$ cat config.mk
export PLATFORM = sky130hd
export DESIGN_NAME = sys_reset_ctrl_flat
export DESIGN_NICKNAME = d
export VERILOG_FILES = /design/src/rtl/sys_reset_ctrl_if.sv /design/src/rtl/sys_reset_ctrl.sv /design/src/flat_wrapper.sv
export SDC_FILE = /design/constraint.sdc
export NUM_CORES = 1
export LEC_CHECK = 0
export CAP_MARGIN = 20
export CORE_MARGIN = 4
export CORE_UTILIZATION = 59
export DETAILED_ROUTE_END_ITERATION = 10
export GPL_ROUTABILITY_DRIVEN = 0
export GPL_TIMING_DRIVEN = 0
export PLACE_DENSITY_LB_ADDON = 0.08
export REMOVE_ABC_BUFFERS = 1
export SLEW_MARGIN = 25
export SYNTH_ARGS = -nofsm -noshare
export SYNTH_HDL_FRONTEND = slang
export SYNTH_SLANG_ARGS = --single-unit
$ cat constraint.sdc
create_clock -name clock -period 2 [get_ports clock]
set_input_delay 0.5 -clock clock [delete_from_list [all_inputs] [get_ports clock]]
set_output_delay 0.5 -clock clock [all_outputs]
set_load 0.005 [all_outputs]
$ cat src/rtl/sys_reset_ctrl_if.sv
// rtl/sys_reset_ctrl_if.sv - reset controller board/CPU/system signal bundle
//
// Purpose: groups the non-clock signals of sys_reset_ctrl.
//   master : the environment. It drives pll_lock, button_n and soft_req.
//   slave  : the reset controller. It drives sys_reset, sys_ready and reset_cause.
// Signals:
//   pll_lock    - PLL LOCK pin, asynchronous
//   button_n    - board reset button, active-low, asynchronous, bouncy
//   soft_req    - one-cycle synchronous soft-reset request from the CPU
//   sys_reset   - active-high system reset
//   sys_ready   - high only while the system runs
//   reset_cause - 00 POR, 01 LOCK, 10 BUTTON, 11 SOFT
interface sys_reset_ctrl_if;
  logic       pll_lock;
  logic       button_n;
  logic       soft_req;
  logic       sys_reset;
  logic       sys_ready;
  logic [1:0] reset_cause;

  modport master (
    output pll_lock, button_n, soft_req,
    input  sys_reset, sys_ready, reset_cause
  );

  modport slave (
    input  pll_lock, button_n, soft_req,
    output sys_reset, sys_ready, reset_cause
  );
endinterface

$ cat src/rtl/sys_reset_ctrl.sv
// rtl/sys_reset_ctrl.sv - system reset sequencer: PLL lock filter, hold timer, button/soft reset
//
// Purpose: keeps the SoC in reset until the PLL lock is stable. It then holds reset
// for HOLD_CYCLES and releases it on a clock edge. Loss of lock, a debounced button
// press or a CPU soft request re-enters reset.
// Ports:
//   clock - PLL output clock
//   reset - asynchronous active-high power-on/board reset
//   bus   - sys_reset_ctrl_if.slave (pll_lock, button_n, soft_req in;
//           sys_reset, sys_ready, reset_cause out)
// Optional feature: define SYS_RESET_CAUSE_EN to build the reset_cause register.
// When it is not defined, reset_cause is tied to 2'b00.
module sys_reset_ctrl #(
  parameter int LOCK_FILTER     = 16,
  parameter int HOLD_CYCLES     = 1024,
  parameter int DEBOUNCE_CYCLES = 240000
) (
  input  logic            clock,
  input  logic            reset,
  sys_reset_ctrl_if.slave bus
);
  localparam int LF_W = $clog2(LOCK_FILTER + 1);
  localparam int HC_W = $clog2(HOLD_CYCLES + 1);
  localparam int DB_W = $clog2(DEBOUNCE_CYCLES + 1);

  localparam logic [LF_W-1:0] LF_MAX    = LF_W'(LOCK_FILTER);
  localparam logic [HC_W-1:0] HOLD_LAST = HC_W'(HOLD_CYCLES - 1);
  localparam logic [DB_W-1:0] DB_LAST   = DB_W'(DEBOUNCE_CYCLES - 1);

  localparam logic [1:0] ST_WAIT_LOCK    = 2'd0;
  localparam logic [1:0] ST_HOLD         = 2'd1;
  localparam logic [1:0] ST_WAIT_RELEASE = 2'd2;
  localparam logic [1:0] ST_RUN          = 2'd3;

  logic            lock_s1, lock_s;
  logic            btn_s1, btn_s;
  logic            btn_db, btn_db_nxt;
  logic [DB_W-1:0] db_cnt, db_cnt_nxt;
  logic [LF_W-1:0] lock_cnt, lock_cnt_nxt;
  logic            lock_ok;
  logic [1:0]      state, state_nxt;
  logic [HC_W-1:0] hold_cnt, hold_cnt_nxt;
  logic            sys_reset_q, sys_ready_q;

  // The button is inverted ahead of the synchronizer, so btn_s means "pressed".
  // A zero reset value then reads as "released".
  always_ff @(posedge clock or posedge reset) begin
    if (reset) begin
      lock_s1 <= 1'b0;
      lock_s  <= 1'b0;
      btn_s1  <= 1'b0;
      btn_s   <= 1'b0;
    end else begin
      lock_s1 <= bus.pll_lock;
      lock_s  <= lock_s1;
      btn_s1  <= ~bus.button_n;
      btn_s   <= btn_s1;
    end
  end

  // Debouncer. The counter measures how long btn_s has disagreed with btn_db.
  always_comb begin
    btn_db_nxt = btn_db;
    db_cnt_nxt = '0;
    if (btn_s != btn_db) begin
      if (db_cnt == DB_LAST) btn_db_nxt = btn_s;
      else                   db_cnt_nxt = db_cnt + 1'b1;
    end
  end

  // Lock filter. It saturates at LOCK_FILTER and clears whenever lock is low.
  always_comb begin
    lock_cnt_nxt = '0;
    if (lock_s) lock_cnt_nxt = (lock_cnt == LF_MAX) ? lock_cnt : lock_cnt + 1'b1;
  end

  // The FSM decides on the edge where the filter or debouncer reaches its
  // threshold. It therefore looks at the next-state values, not the registered ones.
  assign lock_ok = (lock_cnt_nxt == LF_MAX);

  always_comb begin
    state_nxt    = state;
    hold_cnt_nxt = '0;
    case (state)
      ST_WAIT_LOCK: begin
        if (lock_ok) state_nxt = ST_HOLD;
      end
      ST_HOLD: begin
        if (!lock_s)                    state_nxt = ST_WAIT_LOCK;
        else if (btn_db_nxt)            state_nxt = ST_WAIT_RELEASE;
        else if (hold_cnt == HOLD_LAST) state_nxt = ST_RUN;
        else                            hold_cnt_nxt = hold_cnt + 1'b1;
      end
      ST_WAIT_RELEASE: begin
        if (!lock_s)                     state_nxt = ST_WAIT_LOCK;
        else if (!btn_db_nxt && lock_ok) state_nxt = ST_HOLD;
      end
      default: begin
        if (!lock_s)          state_nxt = ST_WAIT_LOCK;
        else if (btn_db_nxt)  state_nxt = ST_WAIT_RELEASE;
        else if (bus.soft_req) state_nxt = ST_HOLD;
      end
    endcase
  end

  always_ff @(posedge clock or posedge reset) begin
    if (reset) begin
      btn_db      <= 1'b0;
      db_cnt      <= '0;
      lock_cnt    <= '0;
      state       <= ST_WAIT_LOCK;
      hold_cnt    <= '0;
      sys_reset_q <= 1'b1;
      sys_ready_q <= 1'b0;
    end else begin
      btn_db      <= btn_db_nxt;
      db_cnt      <= db_cnt_nxt;
      lock_cnt    <= lock_cnt_nxt;
      state       <= state_nxt;
      hold_cnt    <= hold_cnt_nxt;
      sys_reset_q <= (state_nxt != ST_RUN);
      sys_ready_q <= (state_nxt == ST_RUN);
    end
  end

  assign bus.sys_reset = sys_reset_q;
  assign bus.sys_ready = sys_ready_q;

`ifdef SYS_RESET_CAUSE_EN
  logic [1:0] cause_q;
  logic [1:0] cause_nxt;

  // The cause is taken only on the edge that leaves RUN. The target state tells
  // which event won the priority order.
  always_comb begin
    cause_nxt = cause_q;
    if (state == ST_RUN && state_nxt != ST_RUN) begin
      case (state_nxt)
        ST_WAIT_LOCK:    cause_nxt = 2'b01;
        ST_WAIT_RELEASE: cause_nxt = 2'b10;
        default:         cause_nxt = 2'b11;
      endcase
    end
  end

  always_ff @(posedge clock or posedge reset) begin
    if (reset) cause_q <= 2'b00;
    else       cause_q <= cause_nxt;
  end

  assign bus.reset_cause = cause_q;
`else
  assign bus.reset_cause = 2'b00;
`endif

endmodule

$ cat src/flat_wrapper.sv
// flat-port wrapper written by rule: the top's interface ports become plain ports
module sys_reset_ctrl_flat 
#(
  parameter int LOCK_FILTER     = 16,
  parameter int HOLD_CYCLES     = 1024,
  parameter int DEBOUNCE_CYCLES = 240000
)
  (clock, reset, bus_pll_lock, bus_button_n, bus_soft_req, bus_sys_reset, bus_sys_ready, bus_reset_cause);
  sys_reset_ctrl_if bus_i ();
  input  logic clock;
  input  logic reset;
  input wire logic [$bits(bus_i.pll_lock)-1:0] bus_pll_lock;
  input wire logic [$bits(bus_i.button_n)-1:0] bus_button_n;
  input wire logic [$bits(bus_i.soft_req)-1:0] bus_soft_req;
  output wire logic [$bits(bus_i.sys_reset)-1:0] bus_sys_reset;
  output wire logic [$bits(bus_i.sys_ready)-1:0] bus_sys_ready;
  output wire logic [$bits(bus_i.reset_cause)-1:0] bus_reset_cause;
  assign bus_i.pll_lock = bus_pll_lock;
  assign bus_i.button_n = bus_button_n;
  assign bus_i.soft_req = bus_soft_req;
  assign bus_sys_reset = bus_i.sys_reset;
  assign bus_sys_ready = bus_i.sys_ready;
  assign bus_reset_cause = bus_i.reset_cause;
  sys_reset_ctrl #(.LOCK_FILTER(LOCK_FILTER), .HOLD_CYCLES(HOLD_CYCLES), .DEBOUNCE_CYCLES(DEBOUNCE_CYCLES)) u_core (.clock(clock), .reset(reset), .bus(bus_i));
endmodule
==> flow_summary_export.csv, run 1 <==
group,metric,value,unit
synthesis,synth_top_cell_by_area,"dfrtp_1",
floorplan,start_util,0.615,
floorplan,dieWidth,67.0,um
timing,setup-tns-final,0,ns
clock_tree,cts-root-buf,"clkbuf_4",
routing,vias,1413,
timing,hold_viol_final,0,
routing,drtIter0Drc,95,
timing,worst_pin_slew,0.666,ns
synthesis,netlist.area_leader.share,0.513,
timing,fmax,0.525,GHz
final_layout,fin_cells,253,
clock_tree,clkSlewWorstSetupHoldPaths,0.12,ns
synthesis,synthMuxAreaShare,0,
synthesis,synthSimpleGateAreaFrac,0.237,
routing,drc,0,
critical_path,slowest_stage,"dfrtp_2",
synthesis,ys_types,39,
final_layout,antenna_cells,0,
critical_path,crit_type,"reg -> reg",
synthesis,synthXorXnorAreaFrac,0.128,
critical_path,cp_max_fo,10,
clock_tree,cts_tree,"yes",
final_layout,nets,215,
synthesis,synthAdderAreaFrac,0.0244,
timing,slew_headroom,0.556,
timing,maxSlewViolCount,0,
timing,final.setup_skew,0.0106,ns
critical_path,critPathCaptureType,"register",
synthesis,synth_edf_count,0,
power_and_ir_drop,p_per_area,716,nW/um^2
routing,wirelength,3650,um
final_layout,syn_to_final_growth,11.9,%
timing,setup_viol,0,
synthesis,ys_top_cells_by_count,"dfrtp_1, nor2_1, xor2_1",
final_layout,nFillCells,274,
clock_tree,clk_path_buf_depth,2,
global_route,grt_pass1_wl,6490,um
synthesis,async_reset_ff_frac,1.00,
floorplan,die_area,4480,um^2
synthesis,yosysMostFrequentCell,"dfrtp_1",
critical_path,crit_chain,"nor4b_4, nand4_1, o21a_1, or3_4, nor2_2",
timing,min_period,1.90,ns
placement,portBuffers,6,
synthesis,postSynthAreaPerCell,10.4,um^2
power_and_ir_drop,max-vdd-ir-drop,541,uV
clock_tree,cts_made_buffers,5,
run_status,status,"finished clean",
critical_path,crit_path_start_kind,"register",
clock_tree,cts_setup_buffers,0,
routing,post_drt_wl_per_cell,14.4,um
clock_tree,clk_latency,0.36,ns
final_layout,drive_gt1_frac,0.150,
placement,place_hpwl,2550,um
global_route,grt_pass1_vias,1532,
routing,drtAntennaViolNets,0,
placement,placed_cells,245,
synthesis,ys_ff_latch,43,
timing,period_share,0.952,
floorplan,die_h,67.0,um
flow_run,cap_violations,0,
floorplan,pin_count,9,
routing,vias_per_cell,5.58,
synthesis,ys_seq_area_frac,0.525,
global_route,grt_use_total,0.194,
clock_tree,h-tree-depth,2,
synthesis,synth_ff_type,"dfrtp_1",
clock_tree,cts_sinks,43,
min_path,hold_class,"reg -> reg",
routing,drt_pre_antenna_iters,4,
synthesis,synth_area,2050,um^2
synthesis,syn_inst,197,
critical_path,worstPathRequired,2.30,ns
floorplan,rows,21,
critical_path,slowest_delay,0.48,ns
synthesis,synth_area_leaders,"dfrtp_1, xor2_1, xnor2_1, nor2_1, nand3_1",
global_route,grt.overflow.total,0,
timing,worst_hold_slack,0.362,ns
synthesis,synth_warnings,0,
power_and_ir_drop,p_leak,0.988,nW
timing,rsz0062_at_grt,"true",
global_route,antenna_found_initial,0,
synthesis,synth_top_family_by_area,"simple AND/OR/NAND/NOR gates",
global_route,grt_max_degree,28,
floorplan,core,3340,um^2
synthesis,synth_compound_area_frac,0.0403,
critical_path,critical_path_arrival,2.20,ns
[cells by family (layout without fill, tap and decap cells)]
family                     after synthesis  in the layout
and+or+nand+nor                         91             91
DFF                                     43             43
xor gates and xnor gates                30             30
adders and majority gates                4              4
AOI/OAI and AO/OA                       10             10
buffers and inverters                   18             27
other                                    1              2
[worst max-delay path: cells and delay by family (launching register included)]
family / cells / cell delay, ns
compound gates: 1 / 0.30
flops: 1 / 0.48
simple gates: 4 / 1.07
[state kept, by name (all words and copies together), names as in the netlist]
register and cells:
u_core.bus.sys_reset 1, u_core.state 2, u_core.btn_db 1, u_core.lock_s 1
u_core.bus.sys_ready 1, u_core.hold_cnt 11, u_core.db_cnt 18, u_core.lock_s1 1
u_core.lock_cnt 5, u_core.btn_s 1, u_core.btn_s1 1
[placed cells by master (no fill, tap or decap), types with 6 or more instances in the layout]
master            n
dfrtp_1          41
nand2_1           7
nand4_1           7
clkdlybuf4s50_1   6
nor2_1           28
xor2_1           16
nand3_1          15
inv_1            11
xnor2_1          14
nor2_2            9
[report_power, final]
group	internal (mW)	switching (mW)	total [mW]	leakage (nW)
clock network	0.388	0.283	0.671	0.0514
logic	0.0311	0.0427	0.0738	0.355
registers	0.883	0.0141	0.897	0.581
[layer usage]
layer,global-route usage,vias to the layer above,share of wire
li1,-,676,-
met1,0.210,704,0.40
met2,0.347,25,0.55
met3,0.0624,8,0.032
met4,0.0759,0,0.019
met5,0,-,0
[area by class of cell]
type,instances,area (um^2),area share
sequential,43,1080,0.470
multi-input combinational,137,928,0.405
timing repair buffer,7,80.1,0.0349
clock inverter,3,67.6,0.0294
tap,46,57.6,0.0251
inverter,12,45.0,0.0196
clock buffer,5,37.5,0.0164
[per-stage QoR]
stage	power [mW]	worst slack (ns)	utilization	instance area [um^2]
CTS	1.67	0.0239	0.678	2260
floorplan	0.959	0.161	-	2010
detailed placement	0.988	-0.0610	0.645	2150
global placement	0.978	-0.308	0.638	2130
global route	1.72	-0.00111	0.688	2290
finish	1.64	0.0968	0.688	2290
[what timing repair did]
item	CTS	global route
gates cloned	0	0
setup endpoints to repair	10	20
pin swaps	0	3
hold endpoints to repair	0	0
hold buffers	0	0
resized for setup	1	7
[final timing paths]
| kind | to | cells after the start | slack (ns) | startpoint |
|---|---|---|---|---|
| max | u_core.hold_cnt[9] | 5 | 0.1 | u_core.db_cnt[7] |
| min | u_core.lock_s | 0 | 0.36 | u_core.lock_s1 |
| max reg2reg | u_core.hold_cnt[9] | 5 | 0.1 | u_core.db_cnt[7] |
| min reg2reg | u_core.lock_s | 0 | 0.36 | u_core.lock_s1 |
| max in group asynchronous | u_core.db_cnt[7] | 3 | 1.11 | reset |
| min in group asynchronous | u_core.hold_cnt[4] | 2 | 0.41 | reset |
(Power assumes the default switching activity.)
==> run 2: changes to the inputs <==
Settings changed: GPL_ROUTABILITY_DRIVEN 0 to unset.
==> results of run 2 <==
The final DEF is identical to that of run 1; final timing and power are the same.
==> run 3: changes to the inputs <==
Settings changed: GPL_TIMING_DRIVEN 0 to unset, SETUP_SLACK_MARGIN set to 0.15, TNS_END_PERCENT set to 1.
==> flow_summary_export.csv, run 3 (same netlist as run 1, synthesis figures left out) <==
group,metric,value,unit
timing,period_share,0.933,
power_and_ir_drop,p_int,1.13,mW
min_path,worstHoldEndpoint,"u_core.btn_s",
critical_path,r2r-start,"u_core.db_cnt[9]",
timing,rsz0062_at_grt,"true",
global_route,grt.overflow.total,0,
critical_path,crit_path_start_kind,"register",
clock_tree,cts_sinks,43,
power_and_ir_drop,sequentialPowerShare,0.617,
timing,setup_viol,0,
final_layout,drive_gt1_frac,0.152,
routing,drc,0,
final_layout,final_common_cell,"dfrtp_1",
critical_path,critical_path_arrival,2.15,ns
power_and_ir_drop,max-vdd-ir-drop,491,uV
min_path,whs_path_depth,0,
final_layout,top_regs,"u_core.db_cnt: 18 flops, u_core.hold_cnt: 11 flops, u_core.lock_cnt: 5 flops",
routing,post_drt_wl_per_cell,13.8,um
critical_path,cp_max_fo,10,
critical_path,slowest_delay,0.45,ns
final_layout,nets,225,
placement,place_congestion,0.810,
critical_path,crit_chain,"nor4b_2, nand4_1, o21a_1, or3_1, buf_6, nor2_1",
clock_tree,clk_path_buf_depth,2,
timing,worst_pin_slew,0.528,ns
routing,drt_pre_antenna_iters,4,
routing,wirelength,3630,um
timing,final.setup_skew,0.00855,ns
floorplan,die_h,67.0,um
power_and_ir_drop,p_per_area,630,nW/um^2
floorplan,pin_count,9,
min_path,hold_path.startpoint,"u_core.btn_s1",
critical_path,cp-startpoint,"u_core.db_cnt[9]",
final_layout,final_cell_mix,"dfrtp_1, nor2_1, xor2_1, nand3_1, xnor2_1",
floorplan,dieWidth,67.0,um
global_route,antenna_found_initial,0,
routing,drtIter0Drc,69,
clock_tree,cts_tree,"yes",
power_and_ir_drop,p_comb_frac,0.056,
routing,vias_per_cell,5.41,
clock_tree,h-tree-depth,2,
power_and_ir_drop,p_leak,1.02,nW
final_layout,syn_to_final_growth,12.8,%
critical_path,r2r-end,"u_core.hold_cnt[0]",
timing,setup-tns-final,0,ns
final_layout,largest_register_ffs,18,
clock_tree,clkSlewWorstSetupHoldPaths,0.12,ns
global_route,grt_pass1_wl,6200,um
global_route,grt_use_total,0.188,
critical_path,ff2ff_setup_slack,0.13,ns
run_status,status,"finished clean",
final_layout,top_register,"u_core.db_cnt",
final_layout,nFillCells,260,
placement,portBuffers,6,
critical_path,critPathCaptureType,"register",
flow_run,cap_violations,0,
clock_tree,hold_buffers,0,
global_route,grt_pass1_vias,1423,
timing,hold_viol_final,0,
timing,min_period,1.87,ns
floorplan,die_area,4480,um^2
final_layout,fin_cells,263,
routing,vias,1422,
critical_path,reg2regPathDepth,6,
critical_path,slowest_stage,"dfrtp_1",
placement,place_hpwl,2580,um
clock_tree,cts-root-buf,"clkbuf_4",
global_route,grt_max_degree,22,
timing,fmax,0.536,GHz
clock_tree,cts_made_buffers,5,
clock_tree,clk_latency,0.35,ns
routing,drtAntennaViolNets,0,
critical_path,worstPathRequired,2.29,ns
timing,slew_headroom,0.644,
final_layout,antenna_cells,0,
floorplan,start_util,0.615,
power_and_ir_drop,p_switching,330,uW
floorplan,core,3340,um^2
power_and_ir_drop,power.share.clock,0.327,
timing,maxSlewViolCount,0,
floorplan,rows,21,
placement,placed_cells,252,
min_path,hold_class,"reg -> reg",
power_and_ir_drop,swShare,0.226,
critical_path,crit_type,"reg -> reg",
==> run 3: cell types whose count changed in the layout (fill, tap and decap cells not counted), moves of 2 or more <==
| cell | previous run | this run |
|---|---|---|
| nor3_2 | 2 | 0 |
| nor3_1 | 2 | 4 |
| buf_4 | 0 | 9 |
| bufinv_16 | 2 | 0 |
| clkbuf_8 | 0 | 2 |
==> run 3: repair_timing <==
action | in CTS | in global routing
resized for setup | 2 | 3
pin swaps | 0 | 2
endpoints found under the setup margin | 13 | 14
setup buffers | 1 | 2
gates cloned | 0 | 0
==> run 3: metal layers <==
metal,vias to the layer above,track usage,routed length [um]
li1,694,-,-
met1,700,0.211,1530
met2,24,0.333,1930
met3,4,0.0590,132
met4,0,0.0684,40
met5,-,0,0
==> run 3: power by group through the flow <==
| stage | registers, mW | logic [mW] | clock network (mW) |
|---|---|---|---|
| 4_1_cts | 0.897 | 0.0816 | 0.487 |
| 5_1_grt | 0.902 | 0.0935 | 0.536 |
| 3_5_place_dp | 0.914 | 0.0784 | 0 |
| 6_report | 0.899 | 0.0819 | 0.477 |
| 3_3_place_gp | 0.913 | 0.0746 | 0 |
| 2_1_floorplan | 0.910 | 0.0491 | 0 |
==> run 3: area by class of cell <==
type	count	area [um^2]	area share
timing repair buffer	17	158	0.0681
inverter	12	45.0	0.0195
sequential	43	1080	0.466
multi-input combinational	137	907	0.392
tap	46	57.6	0.0249
clock buffer	8	68.8	0.0297
==> run 3: critical path: cells and delay by family, from the launching register on <==
kind                   cells  cell delay, ns
AND/OR/NAND/NOR            4            0.94
flip-flops                 1            0.45
AO/OA/AOI/OAI              1            0.25
buffers and inverters      1            0.16
==> run 3: worst max path at each step <==
| stage | endpoint | slack, ns | cells past startpoint |
|---|---|---|---|
| after global placement | u_core.hold_cnt[4] | 0.15 | 7 |
| after floorplan | u_core.hold_cnt[2] | 0.16 | 6 |
| after CTS | u_core.hold_cnt[0] | 0.11 | 7 |
| after detailed placement | u_core.hold_cnt[0] | 0.06 | 7 |
| after global routing | u_core.hold_cnt[0] | 0.05 | 6 |
| final | u_core.hold_cnt[0] | 0.13 | 6 |
==> run 3: through the flow <==
stage / total power, mW / hold slack [ns] / utilization / cell area (um^2) / worst slack [ns]
floorplan: 0.959 / 0.331 / - / 2010 / 0.161
global placement: 0.987 / 0.345 / 0.660 / 2200 / 0.149
detailed placement: 0.993 / 0.339 / 0.660 / 2200 / 0.0636
CTS: 1.47 / 0.370 / 0.684 / 2280 / 0.107
global route: 1.53 / 0.383 / 0.693 / 2310 / 0.0542
finish: 1.46 / 0.359 / 0.693 / 2310 / 0.134
